## src/rtl/vga_pkg.sv

```systemverilog
// Shared definitions for the VGA generators: 640x480@60 timing defaults,
// per-axis direction encodings and the line/frame total helper.
package vga_pkg;

    localparam int unsigned DEF_H_ACTIVE = 640;
    localparam int unsigned DEF_H_FP     = 16;
    localparam int unsigned DEF_H_SYNC   = 96;
    localparam int unsigned DEF_H_BP     = 48;
    localparam int unsigned DEF_V_ACTIVE = 480;
    localparam int unsigned DEF_V_FP     = 10;
    localparam int unsigned DEF_V_SYNC   = 2;
    localparam int unsigned DEF_V_BP     = 33;

    typedef enum logic {DIREITA, ESQUERDA} dir_x_t;
    typedef enum logic {BAIXO, CIMA} dir_y_t;

    // Total pixels per line or lines per frame.
    function automatic int unsigned vga_total(input int unsigned active,
                                              input int unsigned fp,
                                              input int unsigned sync,
                                              input int unsigned bp);
        return active + fp + sync + bp;
    endfunction

endpackage

```

## src/rtl/vga_temporizador.sv

```systemverilog
// VGA timing core: raw pixel/line counters plus combinational syncs,
// data-enable and the end-of-last-active-line strobe.
// Ports: clock, reset (sync, active-high); sx/sy counters;
//        hsync_c/vsync_c (active-low), de_c, fim_ativo_c (combinational).
module vga_temporizador
    import vga_pkg::*;
#(
    parameter int unsigned H_ACTIVE = DEF_H_ACTIVE,
    parameter int unsigned H_FP     = DEF_H_FP,
    parameter int unsigned H_SYNC   = DEF_H_SYNC,
    parameter int unsigned H_BP     = DEF_H_BP,
    parameter int unsigned V_ACTIVE = DEF_V_ACTIVE,
    parameter int unsigned V_FP     = DEF_V_FP,
    parameter int unsigned V_SYNC   = DEF_V_SYNC,
    parameter int unsigned V_BP     = DEF_V_BP
) (
    input  logic                                                      clock,
    input  logic                                                      reset,
    output logic [$clog2(vga_total(H_ACTIVE, H_FP, H_SYNC, H_BP))-1:0] sx,
    output logic [$clog2(vga_total(V_ACTIVE, V_FP, V_SYNC, V_BP))-1:0] sy,
    output logic                                                      hsync_c,
    output logic                                                      vsync_c,
    output logic                                                      de_c,
    output logic                                                      fim_ativo_c
);

    localparam int unsigned H_TOTAL = vga_total(H_ACTIVE, H_FP, H_SYNC, H_BP);
    localparam int unsigned V_TOTAL = vga_total(V_ACTIVE, V_FP, V_SYNC, V_BP);
    localparam int unsigned SXW     = $clog2(H_TOTAL);
    localparam int unsigned SYW     = $clog2(V_TOTAL);

    logic [31:0] sx32;
    logic [31:0] sy32;

    // Pixel counter wraps per line; line counter advances on each wrap.
    always_ff @(posedge clock) begin
        if (reset) begin
            sx <= '0;
            sy <= '0;
        end else if (sx == SXW'(H_TOTAL - 1)) begin
            sx <= '0;
            if (sy == SYW'(V_TOTAL - 1)) sy <= '0;
            else                         sy <= sy + SYW'(1);
        end else begin
            sx <= sx + SXW'(1);
        end
    end

    // Compare in 32 bits so sync windows ending at the total never alias.
    always_comb begin
        sx32        = 32'(sx);
        sy32        = 32'(sy);
        hsync_c     = !((sx32 >= H_ACTIVE + H_FP) && (sx32 < H_ACTIVE + H_FP + H_SYNC));
        vsync_c     = !((sy32 >= V_ACTIVE + V_FP) && (sy32 < V_ACTIVE + V_FP + V_SYNC));
        de_c        = (sx32 < H_ACTIVE) && (sy32 < V_ACTIVE);
        fim_ativo_c = (sx32 == H_TOTAL - 1) && (sy32 == V_ACTIVE - 1);
    end

endmodule

```

## src/rtl/quadrado_movel.sv

```systemverilog
// VGA frame generator drawing a solid square that bounces off the screen
// edges over a flat background; position updates in vertical blanking.
// Ports: clock, reset (sync, active-high), pausa (freeze motion),
//        cor_frente/cor_fundo {r,g,b}; registered vga_hsync/vga_vsync
//        (active-low), vga_r/g/b, vga_blank, canto; raw counters sx/sy.
module quadrado_movel
    import vga_pkg::*;
#(
    parameter int unsigned COLOR_W   = 10,
    parameter int unsigned H_ACTIVE  = DEF_H_ACTIVE,
    parameter int unsigned H_FP      = DEF_H_FP,
    parameter int unsigned H_SYNC    = DEF_H_SYNC,
    parameter int unsigned H_BP      = DEF_H_BP,
    parameter int unsigned V_ACTIVE  = DEF_V_ACTIVE,
    parameter int unsigned V_FP      = DEF_V_FP,
    parameter int unsigned V_SYNC    = DEF_V_SYNC,
    parameter int unsigned V_BP      = DEF_V_BP,
    parameter int unsigned SIZE      = 200,
    parameter int unsigned STEP      = 2,
    parameter int unsigned FRAME_DIV = 1
) (
    input  logic                                                      clock,
    input  logic                                                      reset,
    input  logic                                                      pausa,
    input  logic [3*COLOR_W-1:0]                                      cor_frente,
    input  logic [3*COLOR_W-1:0]                                      cor_fundo,
    output logic                                                      vga_hsync,
    output logic                                                      vga_vsync,
    output logic [COLOR_W-1:0]                                        vga_r,
    output logic [COLOR_W-1:0]                                        vga_g,
    output logic [COLOR_W-1:0]                                        vga_b,
    output logic                                                      vga_blank,
    output logic [$clog2(vga_total(H_ACTIVE, H_FP, H_SYNC, H_BP))-1:0] sx,
    output logic [$clog2(vga_total(V_ACTIVE, V_FP, V_SYNC, V_BP))-1:0] sy,
    output logic                                                      canto
);

    localparam int unsigned XW    = $clog2(H_ACTIVE);
    localparam int unsigned YW    = $clog2(V_ACTIVE);
    localparam int unsigned MAX_X = H_ACTIVE - SIZE;
    localparam int unsigned MAX_Y = V_ACTIVE - SIZE;
    localparam int unsigned FW    = (FRAME_DIV > 1) ? $clog2(FRAME_DIV) : 1;

    logic hsync_c;
    logic vsync_c;
    logic de_c;
    logic fim_ativo_c;

    vga_temporizador #(
        .H_ACTIVE (H_ACTIVE),
        .H_FP     (H_FP),
        .H_SYNC   (H_SYNC),
        .H_BP     (H_BP),
        .V_ACTIVE (V_ACTIVE),
        .V_FP     (V_FP),
        .V_SYNC   (V_SYNC),
        .V_BP     (V_BP)
    ) u_temporizador (
        .clock       (clock),
        .reset       (reset),
        .sx          (sx),
        .sy          (sy),
        .hsync_c     (hsync_c),
        .vsync_c     (vsync_c),
        .de_c        (de_c),
        .fim_ativo_c (fim_ativo_c)
    );

    dir_x_t          dir_x, dir_x_nxt;
    dir_y_t          dir_y, dir_y_nxt;
    logic [XW-1:0]   pos_x, pos_x_nxt;
    logic [YW-1:0]   pos_y, pos_y_nxt;
    logic [FW-1:0]   frame_cnt;
    logic            tick_c;
    logic            flip_x;
    logic            flip_y;
    logic            dentro_c;
    logic [3*COLOR_W-1:0] cor_c;
    logic [31:0]     sx32;
    logic [31:0]     sy32;
    logic [31:0]     px32;
    logic [31:0]     py32;

    // Frame divider advances every frame, paused or not.
    always_ff @(posedge clock) begin
        if (reset) begin
            frame_cnt <= '0;
        end else if (fim_ativo_c) begin
            if (frame_cnt == FW'(FRAME_DIV - 1)) frame_cnt <= '0;
            else                                 frame_cnt <= frame_cnt + FW'(1);
        end
    end

    assign tick_c = fim_ativo_c && (frame_cnt == FW'(FRAME_DIV - 1)) && !pausa;

    // Direction state and position registers for both axes.
    always_ff @(posedge clock) begin
        if (reset) begin
            dir_x <= DIREITA;
            dir_y <= BAIXO;
            pos_x <= XW'(MAX_X / 2);
            pos_y <= YW'(MAX_Y / 2);
            canto <= 1'b0;
        end else begin
            dir_x <= dir_x_nxt;
            dir_y <= dir_y_nxt;
            pos_x <= pos_x_nxt;
            pos_y <= pos_y_nxt;
            canto <= flip_x && flip_y;
        end
    end

    // Bounce next-state: clamp at the limit and reverse; compares carry one
    // extra bit so pos+STEP cannot overflow.
    always_comb begin
        dir_x_nxt = dir_x;
        dir_y_nxt = dir_y;
        pos_x_nxt = pos_x;
        pos_y_nxt = pos_y;
        flip_x    = 1'b0;
        flip_y    = 1'b0;
        if (tick_c) begin
            unique case (dir_x)
                DIREITA: begin
                    if (({1'b0, pos_x} + (XW+1)'(STEP)) >= (XW+1)'(MAX_X)) begin
                        pos_x_nxt = XW'(MAX_X);
                        dir_x_nxt = ESQUERDA;
                        flip_x    = 1'b1;
                    end else begin
                        pos_x_nxt = pos_x + XW'(STEP);
                    end
                end
                ESQUERDA: begin
                    if ({1'b0, pos_x} <= (XW+1)'(STEP)) begin
                        pos_x_nxt = '0;
                        dir_x_nxt = DIREITA;
                        flip_x    = 1'b1;
                    end else begin
                        pos_x_nxt = pos_x - XW'(STEP);
                    end
                end
                default: dir_x_nxt = DIREITA;
            endcase
            unique case (dir_y)
                BAIXO: begin
                    if (({1'b0, pos_y} + (YW+1)'(STEP)) >= (YW+1)'(MAX_Y)) begin
                        pos_y_nxt = YW'(MAX_Y);
                        dir_y_nxt = CIMA;
                        flip_y    = 1'b1;
                    end else begin
                        pos_y_nxt = pos_y + YW'(STEP);
                    end
                end
                CIMA: begin
                    if ({1'b0, pos_y} <= (YW+1)'(STEP)) begin
                        pos_y_nxt = '0;
                        dir_y_nxt = BAIXO;
                        flip_y    = 1'b1;
                    end else begin
                        pos_y_nxt = pos_y - YW'(STEP);
                    end
                end
                default: dir_y_nxt = BAIXO;
            endcase
        end
    end

    // Square membership over the full unsigned range, then pixel colour.
    always_comb begin
        sx32     = 32'(sx);
        sy32     = 32'(sy);
        px32     = 32'(pos_x);
        py32     = 32'(pos_y);
        dentro_c = (sx32 >= px32) && (sx32 < px32 + SIZE) &&
                   (sy32 >= py32) && (sy32 < py32 + SIZE);
        cor_c    = '0;
        if (de_c) cor_c = dentro_c ? cor_frente : cor_fundo;
    end

    // One register stage keeps syncs, blank and colour aligned.
    always_ff @(posedge clock) begin
        if (reset) begin
            vga_hsync <= 1'b1;
            vga_vsync <= 1'b1;
            vga_blank <= 1'b0;
            vga_r     <= '0;
            vga_g     <= '0;
            vga_b     <= '0;
        end else begin
            vga_hsync <= hsync_c;
            vga_vsync <= vsync_c;
            vga_blank <= de_c;
            vga_r     <= cor_c[3*COLOR_W-1:2*COLOR_W];
            vga_g     <= cor_c[2*COLOR_W-1:COLOR_W];
            vga_b     <= cor_c[COLOR_W-1:0];
        end
    end

endmodule

```

## config.mk

```make
export PLATFORM = sky130hd
export DESIGN_NAME = quadrado_movel
export DESIGN_NICKNAME = d
export VERILOG_FILES = /design/src/rtl/vga_pkg.sv /design/src/rtl/vga_temporizador.sv /design/src/rtl/quadrado_movel.sv
export SDC_FILE = /design/constraint.sdc
export NUM_CORES = 1
export LEC_CHECK = 0
export BUFFER_PORTS_ARGS = -buffer_cell sky130_fd_sc_hd__buf_2
export CAP_MARGIN = 25
export CORE_MARGIN = 1.5
export CORE_UTILIZATION = 45
export DETAILED_ROUTE_END_ITERATION = 8
export PLACE_DENSITY = 0.7
export SLEW_MARGIN = 40
export SYNTH_ARGS = -nofsm -noshare
export SYNTH_HDL_FRONTEND = slang
export SYNTH_SLANG_ARGS = --single-unit
```

## constraint.sdc

```tcl
create_clock -name clock -period 2.6 [get_ports clock]
set_input_delay 0.13 -clock clock [delete_from_list [all_inputs] [get_ports clock]]
set_output_delay 0.13 -clock clock [all_outputs]
set_load 0.1 [all_outputs]
```

# --- Word-level counts from Yosys, hierarchy flattened ---
# Cells that the tools add are included.
word_totals:
  n_memories: 0
  ram_bits: 0
  output_inout_bits: 54
  latch_bits: 0
  mem_bits_ro: 0
  register_bits: 76
op_classes:
  n_mux: 21
  n_reduce_logical: 15
  add_sub_neg: 11
  n_eq_ne: 3
  shifts: 0
  bitwise_logic: 4
  multipliers: 0
  div_mod_pow: 0
  magnitude_cmp: 14
op_table:
  columns: ["cell", "n"]
  rows:
  - ["10-bit 2-to-1 mux", 3]
  - ["30-bit 2-to-1 mux", 1]
  - ["10-bit by 1-bit adder with 10-bit output (second input constant)", 2]
  - ["10-bit == test (second input constant)", 2]
  - ["10-bit by 9-bit >= comparator with 1-bit output (second input constant)", 2]
  - ["10-bit less-than comparator (second input constant)", 2]
  - ["10-bit by 9-bit less-than comparator with 1-bit output (second input constant)", 2]
  - ["10-bit case mux with 2 select lines", 1]
  - ["9-bit 2-to-1 mux", 2]
  - ["9-bit case mux with 2 select lines", 1]
  - ["10-bit by 2-bit adder with 11-bit output (second input constant)", 1]
  - ["10-bit by 8-bit adder with 11-bit output (second input constant)", 1]
  - ["11-bit by 9-bit >= comparator with 1-bit output (second input constant)", 1]
  - ["10-bit by 11-bit less-than comparator with 1-bit output", 1]
  - ["10-bit by 2-bit adder with 10-bit output (second input constant)", 1]
  - ["9-bit by 2-bit adder with 10-bit output (second input constant)", 1]
  - ["9-bit by 8-bit adder with 10-bit output (second input constant)", 1]
  - ["10-bit by 9-bit == test with 1-bit output (second input constant)", 1]
  - ["10-bit >= comparator", 1]
  - ["10-bit >= comparator (second input constant)", 1]
  - ["10-bit by 9-bit >= comparator with 1-bit output", 1]
  - ["10-bit by 2-bit <= comparator with 1-bit output (second input constant)", 1]
  - ["1-bit logical AND", 10]
  - ["10-bit less-than comparator", 1]
  - ["10 further kinds", 27]

# --- Logic depth before layout (Yosys ltp) ---
# Gate-level depths: netlist (run 1).
depth:
  word_depth: 6
  depth_mapped: 12
  mapped_depth_nobuf: 11

# --- Modules after synthesis ---
# From an unflattened synthesis (run 1), not the netlist that was laid out.
hier_totals:
  cells_unflattened: 610
  hier_area_um2: 4962.3
modules_own_cells:
  columns: ["module", "cells_each", "instances", "area_per_inst_um2"]
  rows:
  - ["quadrado_movel", 488, 1, 3945.0]
  - ["vga_temporizador", 122, 1, 1017.2]

# --- Least setup slack after synthesis (run 1) ---
# No wires, ideal clock.
synth_path:
  kind: "register to register"
  start: "reg u_temporizador.sx[1]"
  end: "reg pos_y[7]"
  stages_incl_launch_ff: 9
  t_required_ns: 2.469
  arrival_ns: 2.855
  slack_ns: -0.386
  synth_period_minus_slack_ns: 2.986
  setup_time_ns: 0.131
  path_buffers: 1
  path_cell_list: "dfxtp_1 ha_1 nand4_1 nor3_2 and2_1 buf_2 o21ai_0 a221oi_1 o31ai_1"
synth_between:
  elab_chain_len: 4
synth_lines:
  columns: ["item", "line", "rtl"]
  rows:
  - ["start, declared", "vga_temporizador.sv:19", "output logic [$clog2(vga_total(H_ACTIVE, H_FP, H_SYNC, H_BP))-1:0] sx,"]
  - ["start signal, assigned", "vga_temporizador.sv:45", "sx <= sx + SXW'(1);"]
  - ["10-bit == test", "vga_temporizador.sv:56", "fim_ativo_c = (sx32 == H_TOTAL - 1) && (sy32 == V_ACTIVE - 1);"]
  - ["1-bit logical AND", "vga_temporizador.sv:56", null]
  - ["1-bit logical AND (2 in series)", "quadrado_movel.sv:94", "assign tick_c = fim_ativo_c && (frame_cnt == FW'(FRAME_DIV - 1)) && !pausa;"]
  - ["end signal, assigned", "quadrado_movel.sv:102", "pos_y <= YW'(MAX_Y / 2);"]
  - ["end signal, assigned", "quadrado_movel.sv:108", "pos_y <= pos_y_nxt;"]
  - ["end, declared", "quadrado_movel.sv:72", "logic [YW-1:0] pos_y, pos_y_nxt;"]
# Every way passes these cells.
# A chain may end at the register's enable or synchronous reset.

# --- Worst setup path in the final report (run 1) ---
layout_path:
  start: "reg pos_y[4]"
  end: "reg vga_r[1]"
layout_between:
  elab_chain_len: 4
  elab_cells_between_ends: 6
layout_lines:
  columns: ["item", "line", "rtl"]
  rows:
  - ["9-bit by 8-bit adder with 10-bit output or 10-bit by 9-bit >= comparator with 1-bit output (tied branches)", "quadrado_movel.sv:175", "(sy32 >= py32) && (sy32 < py32 + SIZE);"]
  - ["10-bit less-than comparator or 1-bit logical AND (tied branches)", "quadrado_movel.sv:175, quadrado_movel.sv:174", null]
  - ["1-bit logical AND (*)", "quadrado_movel.sv:175", null]
  - ["30-bit 2-to-1 mux (*)", "quadrado_movel.sv:177", "if (de_c) cor_c = dentro_c ? cor_frente : cor_fundo;"]
  - ["end signal, assigned", "quadrado_movel.sv:193", "vga_r <= cor_c[3*COLOR_W-1:2*COLOR_W];"]
  - ["end, declared", "quadrado_movel.sv:29", "output logic [COLOR_W-1:0] vga_r,"]
# Mark *: on every way between the ends. The rest lies on a longest branch, timed or not.

==> results of run 1 <==
==> report_power, final <==
group	switching [uW]	internal (uW)	leakage, uW
clock	458	501	0.000106
combinational	293	81.9	0.00197
sequential	13.0	1150	0.000605
total	765	1730	0.00268
==> kinds of logic (layout without fill, tap and decap cells) <==
kind of cell,Yosys count,after routing
buffers and inverters,70,212
DFF,73,73
AOI/OAI and AO/OA,188,188
adders and majority gates,46,46
and+or+nand+nor,206,206
muxes,1,1
xor gates and xnor gates,27,27
==> registers in the layout (all words and copies together), names as in the netlist, 8 cells and up <==
signal,count
u_temporizador.sx,10
u_temporizador.sy,10
vga_b,10
vga_g,10
vga_r,10
pos_x,9
pos_y,8
==> layer usage <==
metal  vias up  track usage (%)  routed length [um]
met1      2429             30.9                6130
met3        34             4.19                1010
li1       2504                -                   -
met4         0             9.90                 362
met5         -                0                   0
met2       232             41.1                7150
==> worst reg2reg max path: stages (launching register included) <==
cell,delay (ns)
dfxtp_2,0.36
ha_4,0.15
nand2_4,0.06
a21oi_2,0.13
a21oi_2,0.04
ha_1,0.34
a211oi_2,0.23
o211ai_1,0.13
o32ai_2,0.35
o221a_4,0.33
clkbuf_16,0.19
nand3_1,0.10
a21boi_1,0.15
==> synthesized netlist by cell type, drive strengths merged, types with 18 or more instances <==
master  count
a21boi     31
a21oi      33
clkbuf     31
dfxtp      73
ha         46
inv        32
nand2      37
nand3      52
nor2       47
nor3       18
o21ai      59
xnor2      20
==> per-stage QoR <==
| stage | hold WS [ns] | std cells | setup TNS, ns | setup slack, ns |
|---|---|---|---|---|
| after floorplan | 0.277 | 611 | -0.00493 | -0.00493 |
| after global placement | 0.383 | 869 | 0 | 0.0434 |
| after detailed placement | 0.392 | 869 | -0.665 | -0.115 |
| after CTS | 0.00465 | 885 | 0 | 0.0504 |
| after global routing | 0.0163 | 889 | -3.87 | -0.201 |
| final | 0.0162 | 889 | -0.0589 | -0.0253 |
==> final cells by class <==
type                    count  area share [%]
multi-input cells         468            51.6
flip-flops and latches     73            23.8
repair buffers            164            16.5
well taps                 136            2.73
clock buffers              11            2.43
inverters                  32            1.93
clock inverters             5            1.02
==> path summary, 6_finish.rpt <==
kind	end	startpoint	slack, ns
min	vga_r[2]$_SDFF_PP0_	cor_frente[22]	0.02
min reg2reg	u_temporizador.sx[0]$_SDFF_PP0_	u_temporizador.sx[0]$_SDFF_PP0_	0.47
max reg2reg	vga_r[1]$_SDFF_PP0_	pos_y[4]$_SDFFE_PP0P_	-0.03
max	vga_r[1]$_SDFF_PP0_	pos_y[4]$_SDFFE_PP0P_	-0.03
==> what timing repair did <==
item,in CTS,in global routing
gates resized for setup,2,55
hold buffers,0,0
pin swaps,1,12
setup endpoints to repair,30,30
buffers inserted,0,1
gates cloned,0,3
==> key figures, run 1 <==
Timing
  • Tcrit/Tclk final: 101%
  • Clk_skew: 0.0125 ns
  • Final setup fails: 4
  • Slew HR: 62.2%
  • Worst Max-Slew Pin Slew: 0.567 ns
  • F_max: 0.381 GHz
  • Minimum clock period: 2.63 ns
  • Final setup margin: -0.0253 ns
  • Final hold vios: 0
  • Slew Limit Fails: 0
  • RSZ-0062 raised after global routing: true

Logic synthesis
  • Synth top area share: 30.1%
  • Main combinational cell family by area after synthesis: compound AO/OA/AOI/OAI gates
  • Cell taking the most area after synthesis: dfxtp_1
  • Ys async rst share: 0%
  • EDFF count, synth: 0
  • Yosys reg bits: 73
  • Multiplexer area fraction after synthesis: 0.206%
  • Top_reg_cell synth: dfxtp_1
  • Mapped Avg Cell Area: 7.95 um^2
  • Cells after Synth: 611
  • Synth Area in XOR/XNOR: 4.87%
  • Synthesized-area fraction occupied by adder cells: 11.8%
  • Compound-gate portion of the synthesized area: 25.5%
  • Syn Nets: 720
  • Top cells by area, synth: dfxtp_1, ha_1, o21ai_0, nand3_1, a21boi_0
  • Post-Synth Simple-Gate Area: 21.5%
  • YS warnings: 0
  • Fraction of the yosys area taken by sequential cells: 30.1%
  • Netlist cell types: 69
  • Mapped Area: 4860 um^2

Worst setup path
  • CP top delay family: compound AO/OA/AOI/OAI gates
  • Reg2reg path depth: 12
  • Critical Path RT: 2.88 ns
  • CP cell instances: ha_4 > nand2_4 > a21oi_2 > a21oi_2 > ha_1 > a211oi_2 > o211ai_1 > o32ai_2 > o221a_4 > clkbuf_16 > nand3_1 > a21boi_1
  • Critical Path Most Common Cell: a21oi_2
  • CP max stage cell: dfxtp_2
  • Critical setup path kind: reg2reg
  • Crit path capture type: flip-flop
  • Levels on crit path: 12
  • CP Launch Type: flip-flop
  • Crit Path Max Fanout: 7
  • Delay of the slowest critical-path stage: 0.36 ns
  • Buf/Inv on CP: 1
  • Critical Path AT: 2.91 ns

Detailed routing
  • DRT iter0 DRCs: 434
  • Initial DRT Pass Iterations: 5
  • Routed Antenna Nets: 0
  • Routed WL per cell: 16.5 um
  • Routed WL: 14.6 mm
  • Via density: 5.85
  • Routed via count: 5,199
  • Drc violations: 0

Final layout
  • Most common cell after layout, fill and taps aside: buf_2
  • Ant. Diodes: 0
  • Filler instances: 940
  • Fraction of layout cells with a size suffix above 1: 30.8%
  • Post-Route Utilization: 59.9%
  • Multi-input logic area: 3220 um^2
  • Most frequent cells in the layout: buf_2, dfxtp_1, o21ai_0, nor2_1, nand3_1
  • Area growth syn-to-layout: 28.4%
  • Design Area, Final: 6240 um^2
  • Reg area: 1490 um^2
  • Nets@finish: 857

Floorplanning
  • Starting Density: 46.6%
  • CORE AREA: 10,400 um^2
  • DIE HEIGHT: 107 um
  • Die extent in x: 107 um
  • Die footprint: 11,400 um^2
  • I/O pin total: 117
  • Rows: 37

Power
  • Power Density: 400 nW/um^2
  • Leakage: 0.00268 uW
  • Max VDD drop: 258 uV
  • Overall power: 2500 uW

Hold path
  • Worst Hold Class: in2reg
  • Hold Path Depth: 3

Place
  • Dpl hpwl: 10.5 mm
  • Post-DP Area: 5850 um^2
  • GPL Wtd Cong: 0.907
  • Port Buf Inserts: 116

Clock network
  • H-tree levels: 3
  • Max Root-Sink Buffers: 2
  • Total CTS buffers: 9
  • CTS Sinks: 73
  • Skew-Pair Late Insertion Delay: 0.35 ns
  • TritonCTS clock tree: built
  • Clock root cell: clkbuf_8
  • Clock slew at reported path FFs: 0.09 ns

GRT
  • Vias in the first global route: 4,778
  • Total congestion overflow: 0
  • Pin count of the biggest net entering global routing: 32
  • Gr usage total: 24.4%
  • Global-route wire length before repair: 22.6 mm
  • Initial antenna violation count: 0

Outcome
  • Status: complete, but fails checks
  • Failing checks: negative setup slack

Run
  • Max-Cap Viols: 0
Power figures use the tool's default switching activity.
==> run 2: changes to the inputs <==
RECOVER_POWER = 50   (was unset)
==> key figures, run 2 (same netlist as run 1, synthesis figures left out) <==
Floorplanning
  • CORE AREA: 10,400 um^2 (unchanged)
  • DIE HEIGHT: 107 um (unchanged)
  • Starting Density: 46.6% (unchanged)
  • I/O pin total: 117 (unchanged)
  • Die extent in x: 107 um (unchanged)
  • Die footprint: 11,400 um^2 (unchanged)
  • Rows: 37 (unchanged)

Final layout
  • Fraction of layout cells with a size suffix above 1: 26.0% (-4.8 points)
  • Most common cell after layout, fill and taps aside: buf_2
  • Nets@finish: 857 (unchanged)
  • Filler instances: 956 (+1.7%)
  • Area growth syn-to-layout: 27.4%
  • Final Non-Filler Cells: 889 (unchanged)
  • Most frequent cells in the layout: buf_2, dfxtp_1, o21ai_0, nor2_1, nand3_1
  • Ant. Diodes: 0 (unchanged)
  • Post-Route Utilization: 59.4% (-0.46 points)

Worst setup path
  • RR Startpoint: pos_y[4]$_SDFFE_PP0P_
  • CP max stage cell: dfxtp_2
  • Critical Path AT: 2.90 ns (about the same)
  • Crit Path Max Fanout: 7 (unchanged)
  • CP cell instances: ha_4 > nand2_4 > a21oi_2 > a21oi_2 > ha_1 > a211oi_2 > o211ai_1 > o32ai_2 > o221a_4 > clkbuf_16 > nand3_1 > a21boi_1
  • Critical setup path kind: reg2reg
  • Reg2reg path depth: 12 (unchanged)
  • Critical Path RT: 2.88 ns (about the same)
  • R2r endpoint: vga_r[1]$_SDFF_PP0_
  • Critical Path Most Common Cell: a21oi_2
  • CP Launch Type: flip-flop
  • Internal reg-to-reg setup slack: -0.02 ns (about the same)
  • Crit path capture type: flip-flop
  • Delay of the slowest critical-path stage: 0.36 ns (about the same)

Timing
  • Worst Max-Slew Pin Slew: 1.20 ns (+0.633 ns)
  • Minimum clock period: 2.62 ns (-0.00709 ns)
  • Tcrit/Tclk final: 101% (-0.27 points)
  • Final setup margin: -0.0182 ns (+0.00709 ns)
  • RSZ-0062 raised after global routing: true
  • Final hold vios: 0 (unchanged)
  • Clk_skew: 0.0135 ns (+0.000981 ns)
  • Slew Limit Fails: 0 (unchanged)
  • F_max: 0.382 GHz (+0.27%)
  • Slew HR: 20.4% (-42 points)
  • Final setup fails: 4 (unchanged)

Hold path
  • Worst Hold Class: in2reg
  • Hold Path Sink: vga_r[5]$_SDFF_PP0_
  • Hold Crit Start: cor_frente[25]
  • Hold Path Depth: 3 (unchanged)

Clock network
  • Clock root cell: clkbuf_8
  • TritonCTS clock tree: built
  • Hold-fix buffers, CTS: 0 (unchanged)
  • Total CTS buffers: 9 (unchanged)
  • H-tree levels: 3 (unchanged)
  • Skew-Pair Late Insertion Delay: 0.36 ns (about the same)
  • Clock slew at reported path FFs: 0.09 ns (about the same)
  • CTS Sinks: 73 (unchanged)
  • Max Root-Sink Buffers: 2 (unchanged)

Place
  • Port Buf Inserts: 116 (unchanged)
  • Dpl hpwl: 10.5 mm (unchanged)
  • GPL Wtd Cong: 0.907 (unchanged)
  • Placed Cells incl. Taps: 869 (unchanged)

Detailed routing
  • Drc violations: 0 (unchanged)
  • Routed WL per cell: 16.5 um (about the same)
  • Routed via count: 5,164 (-0.67%)
  • Via density: 5.81 (-0.67%)
  • Routed WL: 14.7 mm (about the same)
  • Routed Antenna Nets: 0 (unchanged)
  • DRT iter0 DRCs: 409 (-5.8%)
  • Initial DRT Pass Iterations: 6 (+1)

Power
  • Max VDD drop: 255 uV (-1.4%)
  • Power Density: 402 nW/um^2 (+0.51%)
  • Leakage: 0.00256 uW (-4.6%)
  • Overall power: 2490 uW (-0.25%)

GRT
  • Total congestion overflow: 0 (unchanged)
  • Pin count of the biggest net entering global routing: 32 (unchanged)
  • Gr usage total: 24.4% (unchanged)
  • Initial antenna violation count: 0 (unchanged)
  • Vias in the first global route: 4,778 (unchanged)
  • Global-route wire length before repair: 22.6 mm (unchanged)

Run
  • Max-Cap Viols: 0 (unchanged)

Outcome
  • Failing checks: negative setup slack
  • Status: complete, but fails checks
run 2: cell types whose count changed in the layout (fill, tap and decap cells not counted):
cell	previous run	this run
buf_2	116	82
buf_4	41	40
clkbuf_1	0	35
dfxtp_1	54	55
dfxtp_2	19	18
run 2: worst max path at each step:
stage / from / end / slack [ns] / cells after the start
CTS: pos_y[3]$_SDFFE_PP1P_ / vga_g[6]$_SDFF_PP0_ / 0.05 / 12
floorplan: u_temporizador.sx[8]$_SDFF_PP0_ / pos_y[7]$_SDFFE_PP1P_ / -0.005 / 7
global route: pos_y[4]$_SDFFE_PP0P_ / vga_g[5]$_SDFF_PP0_ / -0.20 / 12
global placement: pos_y[3]$_SDFFE_PP1P_ / vga_g[6]$_SDFF_PP0_ / 0.04 / 12
detailed placement: pos_y[3]$_SDFFE_PP1P_ / vga_g[6]$_SDFF_PP0_ / -0.11 / 12
finish: pos_y[4]$_SDFFE_PP0P_ / vga_r[1]$_SDFF_PP0_ / -0.02 / 12
run 2: layer usage:
metal  share of wire (%)  up-vias  wire length, um  track usage, %
li1                    -     2506                -               -
met1                  42     2403             6200            30.9
met2                  49      220             7130            41.1
met3                 6.7       35              982            4.19
met4                 2.4        0              346            9.90
met5                   0        -                0               0
run 2: worst max-delay path, delay by kind of cell, from the launching register on:
family	cells	cell delay [ns]
compound gates	7	1.35
fa+ha+maj	2	0.49
buf+inv	1	0.18
flops	1	0.36
simple gates	2	0.16
run 2: area by class of cell:
class	instances	area, um^2	area share (%)
multi-input cells	468	3220	52.0
repair buffers	164	983	15.9
flip-flops and latches	73	1480	24.0
well taps	136	170	2.75
inverters	32	120	1.94
clock buffers	11	151	2.45
clock inverters	5	63.8	1.03
run 2: where the power goes:
group	internal (uW)	switching, uW
clock	501	459
sequential	1150	14.0
combinational	74.3	293
run 2: through the flow:
stage	area, um^2	hold slack (ns)	setup WS, ns	TNS, ns
after floorplan	4880	0.277	-0.00493	-0.00493
after global placement	5850	0.383	0.0434	0
after detailed placement	5850	0.392	-0.115	-0.665
after CTS	6070	0.00465	0.0504	0
after global routing	6190	0.0163	-0.201	-3.87
final	6190	0.0162	-0.0182	-0.0352
run 2: repair_timing:
action | CTS | global route
pin swaps | 1 | 12
endpoints found under the hold margin | 0 | 0
endpoints found under the setup margin | 30 | 30
gates cloned | 0 | 3
setup buffers | 0 | 1
resized for setup | 2 | 55
